## src/rtl/axi_pkg.sv

```systemverilog
// ============================================================================
// axi_pkg : AXI4 encodings and master FSM state type
// Rev 1.0
// ============================================================================
`default_nettype none

package axi_pkg;

    localparam logic [1:0] BURST_INCR = 2'b01;
    localparam logic [1:0] RESP_OKAY  = 2'b00;
    localparam logic [2:0] SIZE_8B    = 3'd3;

    typedef enum logic [2:0] {
        ST_IDLE = 3'd0,
        ST_AR   = 3'd1,
        ST_R    = 3'd2,
        ST_AW_W = 3'd3,
        ST_B    = 3'd4
    } state_t;

endpackage

`default_nettype wire

```

## src/rtl/axi4_master.sv

```systemverilog
// ============================================================================
// axi4_master : single-outstanding AXI4 master (burst reads, single-beat writes)
// Rev 1.0
// ============================================================================
`default_nettype none

module axi4_master
    import axi_pkg::*;
#(
    parameter logic [3:0] AXI_ID  = 4'h0,
    parameter logic [7:0] MAX_LEN = 8'd7
) (
    input  logic        aclk,
    input  logic        aresetn,

    input  logic        req_valid,
    output logic        req_ready,
    input  logic        req_wen,
    input  logic [31:0] req_addr,
    input  logic [7:0]  req_len,
    input  logic [2:0]  req_size,
    input  logic [63:0] req_wdata,
    input  logic [7:0]  req_wstrb,

    output logic        rsp_valid,
    output logic [63:0] rsp_data,
    output logic        rsp_last,
    output logic        rsp_err,

    output logic [31:0] araddr,
    output logic [3:0]  arid,
    output logic [7:0]  arlen,
    output logic [2:0]  arsize,
    output logic [1:0]  arburst,
    output logic [1:0]  arlock,
    output logic [3:0]  arcache,
    output logic [2:0]  arprot,
    output logic        arvalid,
    input  logic        arready,

    input  logic [3:0]  rid,
    input  logic [63:0] rdata,
    input  logic [1:0]  rresp,
    input  logic        rlast,
    input  logic        rvalid,
    output logic        rready,

    output logic [31:0] awaddr,
    output logic [3:0]  awid,
    output logic [7:0]  awlen,
    output logic [2:0]  awsize,
    output logic [1:0]  awburst,
    output logic [1:0]  awlock,
    output logic [3:0]  awcache,
    output logic [2:0]  awprot,
    output logic        awvalid,
    input  logic        awready,

    output logic [3:0]  wid,
    output logic [63:0] wdata,
    output logic [7:0]  wstrb,
    output logic        wlast,
    output logic        wvalid,
    input  logic        wready,

    input  logic [3:0]  bid,
    input  logic [1:0]  bresp,
    input  logic        bvalid,
    output logic        bready
);

    state_t      r_state;
    state_t      w_next;

    logic        r_rst_done;
    logic        r_aw_done;
    logic        r_w_done;
    logic [7:0]  r_cnt;
    logic        r_err_sticky;
    logic        r_rsp_valid;
    logic        r_rsp_last;
    logic        r_rsp_err;

    logic [31:0] r_addr;
    logic [7:0]  r_len;
    logic [2:0]  r_size;
    logic        r_clamp;
    logic [63:0] r_wdata;
    logic [7:0]  r_wstrb;
    logic [63:0] r_rsp_data;

    logic        w_accept;
    logic        w_ar_fire;
    logic        w_r_fire;
    logic        w_aw_fire;
    logic        w_w_fire;
    logic        w_b_fire;
    logic        w_beat_err;

    // req_ready is held low for the whole reset and rises one cycle after release
    assign req_ready = (r_state == ST_IDLE) & r_rst_done;
    assign w_accept  = req_valid & req_ready;

    assign arvalid = (r_state == ST_AR);
    assign araddr  = r_addr;
    assign arid    = AXI_ID;
    assign arlen   = r_len;
    assign arsize  = r_size;
    assign arburst = BURST_INCR;
    assign arlock  = 2'b00;
    assign arcache = 4'b0000;
    assign arprot  = 3'b000;

    assign rready  = (r_state == ST_R);

    assign awvalid = (r_state == ST_AW_W) & ~r_aw_done;
    assign awaddr  = r_addr;
    assign awid    = AXI_ID;
    assign awlen   = 8'd0;
    assign awsize  = SIZE_8B;
    assign awburst = BURST_INCR;
    assign awlock  = 2'b00;
    assign awcache = 4'b0000;
    assign awprot  = 3'b000;

    assign wvalid  = (r_state == ST_AW_W) & ~r_w_done;
    assign wid     = AXI_ID;
    assign wdata   = r_wdata;
    assign wstrb   = r_wstrb;
    assign wlast   = 1'b1;

    assign bready  = (r_state == ST_B);

    assign rsp_valid = r_rsp_valid;
    assign rsp_data  = r_rsp_data;
    assign rsp_last  = r_rsp_last;
    assign rsp_err   = r_rsp_err;

    assign w_ar_fire  = arvalid & arready;
    assign w_r_fire   = rvalid & rready;
    assign w_aw_fire  = awvalid & awready;
    assign w_w_fire   = wvalid & wready;
    assign w_b_fire   = bvalid & bready;
    assign w_beat_err = (rresp != RESP_OKAY) | (rid != AXI_ID);

    always_ff @(posedge aclk) begin
        if (!aresetn) begin
            r_state <= ST_IDLE;
        end else begin
            r_state <= w_next;
        end
    end

    always_comb begin
        w_next = r_state;
        case (r_state)
            ST_IDLE: begin
                if (w_accept) begin
                    w_next = req_wen ? ST_AW_W : ST_AR;
                end
            end
            ST_AR: begin
                if (w_ar_fire) begin
                    w_next = ST_R;
                end
            end
            ST_R: begin
                if (w_r_fire && rlast) begin
                    w_next = ST_IDLE;
                end
            end
            ST_AW_W: begin
                // AW and W may complete in the same cycle or in either order
                if ((r_aw_done || w_aw_fire) && (r_w_done || w_w_fire)) begin
                    w_next = ST_B;
                end
            end
            ST_B: begin
                if (w_b_fire) begin
                    w_next = ST_IDLE;
                end
            end
            default: w_next = ST_IDLE;
        endcase
    end

    always_ff @(posedge aclk) begin
        if (!aresetn) begin
            r_rst_done   <= 1'b0;
            r_aw_done    <= 1'b0;
            r_w_done     <= 1'b0;
            r_cnt        <= 8'd0;
            r_err_sticky <= 1'b0;
            r_rsp_valid  <= 1'b0;
            r_rsp_last   <= 1'b0;
            r_rsp_err    <= 1'b0;
        end else begin
            r_rst_done  <= 1'b1;
            r_rsp_valid <= 1'b0;
            r_rsp_last  <= 1'b0;
            r_rsp_err   <= 1'b0;
            if (w_accept) begin
                r_aw_done    <= 1'b0;
                r_w_done     <= 1'b0;
                r_cnt        <= 8'd0;
                r_err_sticky <= 1'b0;
            end
            if (w_aw_fire) begin
                r_aw_done <= 1'b1;
            end
            if (w_w_fire) begin
                r_w_done <= 1'b1;
            end
            if (w_r_fire) begin
                r_cnt        <= r_cnt + 8'd1;
                r_err_sticky <= r_err_sticky | w_beat_err;
                r_rsp_valid  <= 1'b1;
                r_rsp_last   <= rlast;
                // r_cnt is the index of this beat, so a full burst ends with r_cnt == r_len
                r_rsp_err    <= rlast & (r_clamp | (r_cnt != r_len) | r_err_sticky | w_beat_err);
            end
            if (w_b_fire) begin
                r_rsp_valid <= 1'b1;
                r_rsp_last  <= 1'b1;
                r_rsp_err   <= (bresp != RESP_OKAY) | (bid != AXI_ID);
            end
        end
    end

    always_ff @(posedge aclk) begin
        if (w_accept) begin
            r_addr  <= req_addr;
            r_size  <= req_size;
            r_wdata <= req_wdata;
            r_wstrb <= req_wstrb;
            if (req_len > MAX_LEN) begin
                r_len   <= MAX_LEN;
                r_clamp <= 1'b1;
            end else begin
                r_len   <= req_len;
                r_clamp <= 1'b0;
            end
        end
        if (w_r_fire) begin
            r_rsp_data <= rdata;
        end else if (w_b_fire) begin
            r_rsp_data <= 64'd0;
        end
    end

endmodule

`default_nettype wire
```

## config.mk

```make
export PLATFORM = sky130hd
export DESIGN_NAME = axi4_master
export DESIGN_NICKNAME = d
export VERILOG_FILES = /design/src/rtl/axi_pkg.sv /design/src/rtl/axi4_master.sv
export SDC_FILE = /design/constraint.sdc
export NUM_CORES = 1
export LEC_CHECK = 0
export ABC_AREA = 1
export CORE_AREA = 2 2 182 184
export CTS_CLUSTER_DIAMETER = 80
export CTS_CLUSTER_SIZE = 14
export DETAILED_ROUTE_END_ITERATION = 10
export DIE_AREA = 0 0 184 186
export DONT_BUFFER_PORTS = 1
export SYNTH_ARGS = -nofsm -noshare
export SYNTH_HDL_FRONTEND = slang
export SYNTH_SLANG_ARGS = --single-unit
```

## constraint.sdc

```tcl
create_clock -name aclk -period 9.4 [get_ports aclk]
set_clock_uncertainty 0.05 [all_clocks]
set_input_delay 1.41 -clock aclk [delete_from_list [all_inputs] [get_ports aclk]]
set_output_delay 1.41 -clock aclk [all_outputs]
set_load 0.1 [all_outputs]
```

==> results.md, run 1 <==
* DP HPWL at 14.93 mm
* Max-cap violations at 0
* Cells on worst reg2reg path at 6
* Hold path depth at 2
* Setup violators final at 0
* CP startpoint: r_state[2]$_SDFFE_PN0P_
* CTS tree: yes
* Yosys reg bits at 198
* P_leak at 3.495 nW
* DRC violations left at 0
* Yosys cell types at 31
* Share of layout cells above drive strength 1 at 14.41%
* Vias at 3951
* Synth Instances at 568
* Crit share post-route at 38.68%
* Slew Viols, Final at 0
* Critical Path RT at 9.40 ns
* Startpoint types: flop
* Die extent in x at 184 µm
* Critical R2R Capture: wdata[62]$_DFFE_PP_
* IO Port Bufs at 0
* Worst Setup End Kind: flop
* First-pass GRT wire length at 25.06 mm
* Boundary Pins at 467
* Least-Margin Pin Slew at 1.115 ns
* Reg-to-Reg Start: r_state[2]$_SDFFE_PN0P_
* RD Place Congestion at 0.8227
* Multi-input gate area at 1061 µm²
* Clock-pin slew on the worst setup and hold paths at 0.08 ns
* Most common cell after layout, fill and taps aside: edfxtp_1
* GRT overflow at 0
* Post_cts resized at 0
* Setup bufs post-CTS at 0
* CORE AREA at 32210 µm²
* Drt via density at 3.927
* DRT antenna net count at 0
* CP max-delay cell: nor2_2
* Fmax at 275.0 MHz
* Final net count at 786
* Syn_area_per_cell at 13.45 µm²
* CP Buf/Inv Count at 2
* TritonCTS Buffers at 17
* CP delay by family, top: simple AND/OR/NAND/NOR gates
* YS warnings at 0
* R2R Setup Slk at 5.76 ns
* Row count at 66
* Starting Density at 23.72%
* Num Clock Sinks at 198
* Die height at 186 µm
* WL/cell at 19.28 µm
* Setup TNS at 0 ns
* Die footprint at 34220 µm²
* Register area at 5766 µm²
* Critical path class: reg -> reg
* # fillers at 3224
* RSZ-0062 raised after global routing: no
* Total track usage at 10.53%
* Worst hold path class: reg -> reg
* Vias in the first global route at 3475
* Ys flop type: edfxtp_1
* Final Hold Vio Count at 0
* Critical Path AT at 3.64 ns
* Root Driver: clkbuf_16
* Worst-Skew Late Latency at 0.44 ns
* Clk buf depth at 2
* Period minus WS final at 3.636 ns
* Worst vdd rail ir drop at 0.1675 mV
* CP Max Fanout at 79
* Worst min-delay path startpoint: r_aw_done$_SDFFE_PN0P_
* Most frequent cells in the layout: edfxtp_1, inv_1, nor2_1
* Design Power at 3.179 mW
* CTS H-Tree Depth at 4
* Critical path's largest stage delay at 0.86 ns
* Largest net degree at the start of global routing at 80
* EDFF count, synth at 180
* Slew margin rel. at 25.56%
* Hold Crit Endpoint: r_aw_done$_SDFFE_PN0P_
* Synthesized area at 7639 µm²
* P per Cell Area at 346.9 nW/µm²
* Post-CTS Hold Buffers at 0
* Outcome: finished clean
* Register area share after synthesis at 75.48%
* Asr flop ratio synth at 0%
* Initial DRT Pass Iterations at 4
* Area Overhead vs Synth at 19.98%
* Crit-path cells: nor2_1 > nand2_1 > nor2_2 > nand2_2 > inv_4 > buf_4
* Drt total wl at 19.40 mm
* 1st-iter DRT viols at 322
* Initial antenna violation count at 3
==> synthesized netlist by cell type, drive strengths merged (3+ instances only) <==
| cell type | n | share of area (%) |
|---|---|---|
| edfxtp | 180 | 71 |
| inv | 91 | 4.5 |
| nor2 | 86 | 4.3 |
| buf | 85 | 8.6 |
| nand2 | 40 | 2.0 |
| dfxtp | 18 | 4.7 |
| nand3 | 18 | 1.2 |
| a21oi | 15 | 1.0 |
| o21ai | 7 | 0.46 |
| nor3 | 6 | 0.54 |
| or2 | 4 | 0.33 |
| xnor2 | 3 | 0.34 |
==> worst max-delay path by stage <==
| stage | end | slack [ns] | cells after the start |
|---|---|---|---|
| 4_1_cts | wdata[62]$_DFFE_PP_ | 5.76 | 6 |
| 3_5_place_dp | araddr[3]$_DFFE_PP_ | 5.79 | 6 |
| 2_1_floorplan | araddr[0]$_DFFE_PP_ | 4.45 | 6 |
| 3_3_place_gp | wdata[42]$_DFFE_PP_ | 5.84 | 6 |
| 6_report | wdata[62]$_DFFE_PP_ | 5.76 | 6 |
| 5_1_grt | wdata[62]$_DFFE_PP_ | 5.51 | 6 |
==> metrics by stage <==
step | instances | worst slack [ns] | utilization, % | hold slack, ns | cell area [µm²]
detailed placement | 973 | 5.792 | 26.67 | 0.4327 | 8588
global route | 1005 | 5.512 | 28.45 | 0.4716 | 9163
CTS | 1005 | 5.761 | 28.45 | 0.4441 | 9163
global placement | 973 | 5.842 | 26.67 | 0.4220 | 8588
floorplan | 617 | 4.451 | - | 0.3894 | 7823
finish | 1006 | 5.764 | 28.46 | 0.4402 | 9165
==> cells by family after synthesis <==
| group | share of synthesized area [%] |
|---|---|
| other | 0.09832 |
| XOR/XNOR | 0.4587 |
| flip-flops | 75.48 |
| adder cells (fa/ha/maj) | 0.1638 |
| AND/OR/NAND/NOR | 8.714 |
| buffers and inverters | 13.23 |
| AO/OA/AOI/OAI | 1.851 |
==> area by class of cell <==
type,count,share of cell area [%]
flip-flops and latches,198,62.91
multi-input cells,240,11.58
repair buffers,35,9.857
well taps,408,5.570
clock buffers,18,4.683
inverters,92,3.795
clock inverters,14,1.584
diodes,1,0.02730
==> worst min-delay path: cells and delay by family, from the launching register on <==
| kind | cells | cell delay, ns |
|---|---|---|
| AO/OA/AOI/OAI | 1 | 0.05 |
| AND/OR/NAND/NOR | 1 | 0.07 |
| flip-flops | 1 | 0.33 |
==> flip-flops by register name, indices dropped and copies added, names as in the netlist <==
name and count:
r_rst_done 1, rsp_err 1, wdata 64, r_w_done 1, r_aw_done 1, wstrb 8
r_cnt 8, r_state 3, rsp_data 64, rsp_last 1, arlen 8, r_err_sticky 1
r_clamp 1, rsp_valid 1, araddr 32, arsize 3
==> layer usage <==
metal,routed length [µm],GRT usage (%),vias up
met5,18,0,-
met4,270,4.288,4
met3,1509,4.598,19
met2,10410,18.55,233
met1,7190,11.01,1926
li1,-,-,1769
==> power breakdown <==
group,leakage [nW],internal [mW],switching (mW)
clock network,0.279,0.374,0.347
logic,1.41,0.119,0.441
registers,1.81,1.13,0.764
No activity file was read; power rests on OpenSTA's default activity.
==> run 2, diff against run 1 <==
--- a/config.mk
+++ b/config.mk
@@ -5,12 +5,12 @@
 export SDC_FILE = /design/constraint.sdc
 export NUM_CORES = 1
 export LEC_CHECK = 0
-export ABC_AREA = 1
-export CORE_AREA = 2 2 182 184
+export ABC_AREA = 0
+export CORE_AREA = 2 2 180 182
 export CTS_CLUSTER_DIAMETER = 80
 export CTS_CLUSTER_SIZE = 14
 export DETAILED_ROUTE_END_ITERATION = 10
-export DIE_AREA = 0 0 184 186
+export DIE_AREA = 0 0 182 184
 export DONT_BUFFER_PORTS = 1
 export SYNTH_ARGS = -nofsm -noshare
 export SYNTH_HDL_FRONTEND = slang
==> constraint.sdc (replaced) <==
create_clock -name aclk -period 3 [get_ports aclk]
set_clock_uncertainty 0.05 [all_clocks]
set_input_delay 0.45 -clock aclk [delete_from_list [all_inputs] [get_ports aclk]]
set_output_delay 0.45 -clock aclk [all_outputs]
set_load 0.1 [all_outputs]
==> run 2 against run 1 <==
- area after synthesis fell by 2.3%
- via count fell by 4.7%
- clock power rose to 3.4 times the previous value
- die area fell by 2.2%
- worst hold slack got worse by 0.39 ns
- setup slack got worse by 5.0 ns
- sequential share of layout area fell by 2.4 points
- flip-flop and latch count did not move
- first-iteration DRC count fell by 5.3%
- non-clock buffer count rose by 50
- combinational power rose to 2.5 times the previous value
- critical path type is now reg -> out
- critical endpoint is now awvalid
- largest cell class unchanged
==> results.md, run 2 <==
* Final net count at 726
* Worst-Skew Late Latency at 0.44 ns
* First-pass GRT wire length at 25.87 mm
* P per Cell Area at 850.8 nW/µm²
* Adder-cell share of the synthesized area at 0.1676%
* Critical path class: reg -> out
* Register area at 5766 µm²
* RSZ-0062 raised after global routing: no
* EDFF count, synth at 180
* RD Place Congestion at 0.7362
* Clk buf depth at 2
* CTS H-Tree Depth at 4
* 1st-iter DRT viols at 305
* DRC violations left at 0
* Register area share after synthesis at 77.25%
* Synth top area share at 72.42%
* YS warnings at 0
* Boundary Pins at 467
* Synth Area in XOR/XNOR at 1.174%
* Mux contribution to synthesized area at 0%
* Drt total wl at 19.29 mm
* Worst Setup End Kind: primary output
* WL/cell at 20.53 µm
* GRT overflow at 0
* Yosys reg bits at 198
* CP startpoint: r_state[0]$_SDFFE_PN0P_
* Most area-consuming cells after synthesis: edfxtp_1, buf_4, and2_1, dfxtp_1, xnor2_1
* Share of layout cells above drive strength 1 at 22.95%
* Die footprint at 33490 µm²
* Compound-cell area share of the yosys netlist at 2.548%
* Vias in the first global route at 3508
* Worst hold slack at 0.04689 ns
* Asr flop ratio synth at 0%
* Max-cap violations at 0
* Synth Instances at 463
* Die height at 184 µm
* Most frequent cell after synthesis: edfxtp_1
* Root Driver: clkbuf_16
* Most frequent cells in the layout: edfxtp_1, and2_1, conb_1
* Initial antenna violation count at 5
* Ys flop type: edfxtp_1
* Worst vdd rail ir drop at 0.3514 mV
* Largest net degree at the start of global routing at 66
* Num Clock Sinks at 198
* Die extent in x at 182 µm
* Clock-pin slew on the worst setup and hold paths at 0.08 ns
* Fmax at 441.2 MHz
* Synthesized area at 7463 µm²
* Worst hold path class: in -> reg
* Worst min-delay path startpoint: req_wdata[17]
* Area Overhead vs Synth at 27.68%
* Syn_area_per_cell at 16.12 µm²
* Initial DRT Pass Iterations at 5
* Simple-gate share of the synthesized area at 9.858%
* Critical Path AT at 1.77 ns
* Startpoint types: flop
* IO Port Bufs at 0
* Reg-to-Reg Start: r_state[2]$_SDFFE_PN0P_
* Post-synth top area cell: edfxtp_1
* Multi-input gate area at 1252 µm²
* Row count at 65
* Outcome: finished clean
* Critical Path RT at 2.50 ns
* Largest family of logic cells by synthesized area: simple AND/OR/NAND/NOR gates
* Starting Density at 23.77%
* Crit share post-route at 75.55%
* P_leak at 3.373 nW
* Slew Viols, Final at 0
* Period minus WS final at 2.267 ns
* Slew margin rel. at 31.17%
* CP Max Fanout at 11
* Post-synth top cells: edfxtp_1, buf_4, and2_1, dfxtp_1, nand2_1
* Vias at 3767
* CTS tree: yes
* CORE AREA at 31390 µm²
* Total track usage at 10.98%
* Final Hold Vio Count at 0
* # fillers at 3062
* Least-Margin Pin Slew at 1.035 ns
* DRT antenna net count at 0
* Setup violators final at 0
* TritonCTS Buffers at 17
* DP HPWL at 15.07 mm
* Yosys cell types at 40
* Placed cells at 906
* Core Util, Final at 30.35%
* Final non-filler cell total at 940
* Post_cts resized at 0
* Drt via density at 4.007
* Most common cell after layout, fill and taps aside: edfxtp_1
-- run 2: logic make-up (layout without fill, tap and decap cells) --
logic type      count (synthesis)  after routing
buf+inv                        97            121
flops                         198            198
simple gates                  125            125
fa+ha+maj                       1              1
xor+xnor                       10             10
other cells                     2             53
compound gates                 30             30
-- run 2: area by class of cell --
cell class                 instances  share of cell area (%)
tap                              402                   5.278
clock inverter                    13                   2.022
sequential                       198                   60.50
multi-input combinational        217                   13.14
clock buffer                      18                   4.504
inverter                           5                  0.2363
timing repair buffer              85                   14.26
antenna                            2                 0.05252
-- run 2: path summary, 6_finish.rpt --
path,slack (ns),endpoint,cells after the start
setup / recovery,0.73,awvalid,3
hold / removal,0.05,wdata[17]$_DFFE_PP_,0
setup reg to reg,0.87,wstrb[6]$_DFFE_PP_,4
hold reg to reg,0.46,r_cnt[5]$_SDFFE_PN0P_,1
-- run 2: per-layer routing --
layer	share of wire, %	up-vias	global-route usage (%)
met2	52	243	17.85
met4	1.5	2	4.387
li1	-	1650	-
met1	38	1855	12.80
met3	8.6	17	4.715
met5	0.057	-	0
-- run 2: power by group --
group	internal, mW	switching, mW
combinational	0.327	1.09
sequential	3.25	1.00
clock	1.41	1.03
total	4.98	3.12
-- run 2: repair_timing --
action / in CTS / in global routing
hold buffers: 1 / 0
buffers inserted: 0 / 0
endpoints found under the hold margin: 1 / 0
-- run 2: per-stage QoR --
| stage | worst slack [ns] | TNS, ns | power (mW) | area, µm² |
|---|---|---|---|---|
| 2_1_floorplan | -0.5073 | -58.95 | 5.399 | 7676 |
| 3_3_place_gp | 0.9028 | 0 | 5.728 | 8892 |
| 3_5_place_dp | 0.8576 | 0 | 5.735 | 8892 |
| 4_1_cts | 0.6817 | 0 | 8.208 | 9524 |
| 5_1_grt | 0.6011 | 0 | 8.351 | 9524 |
| 6_report | 0.7335 | 0 | 8.108 | 9529 |
-- run 2: critical path, cell delays in order (launching register included) --
cell and delay (ns):
dfxtp_1 0.59, nand3b_1 0.26, nor2_2 0.17, buf_4 0.31
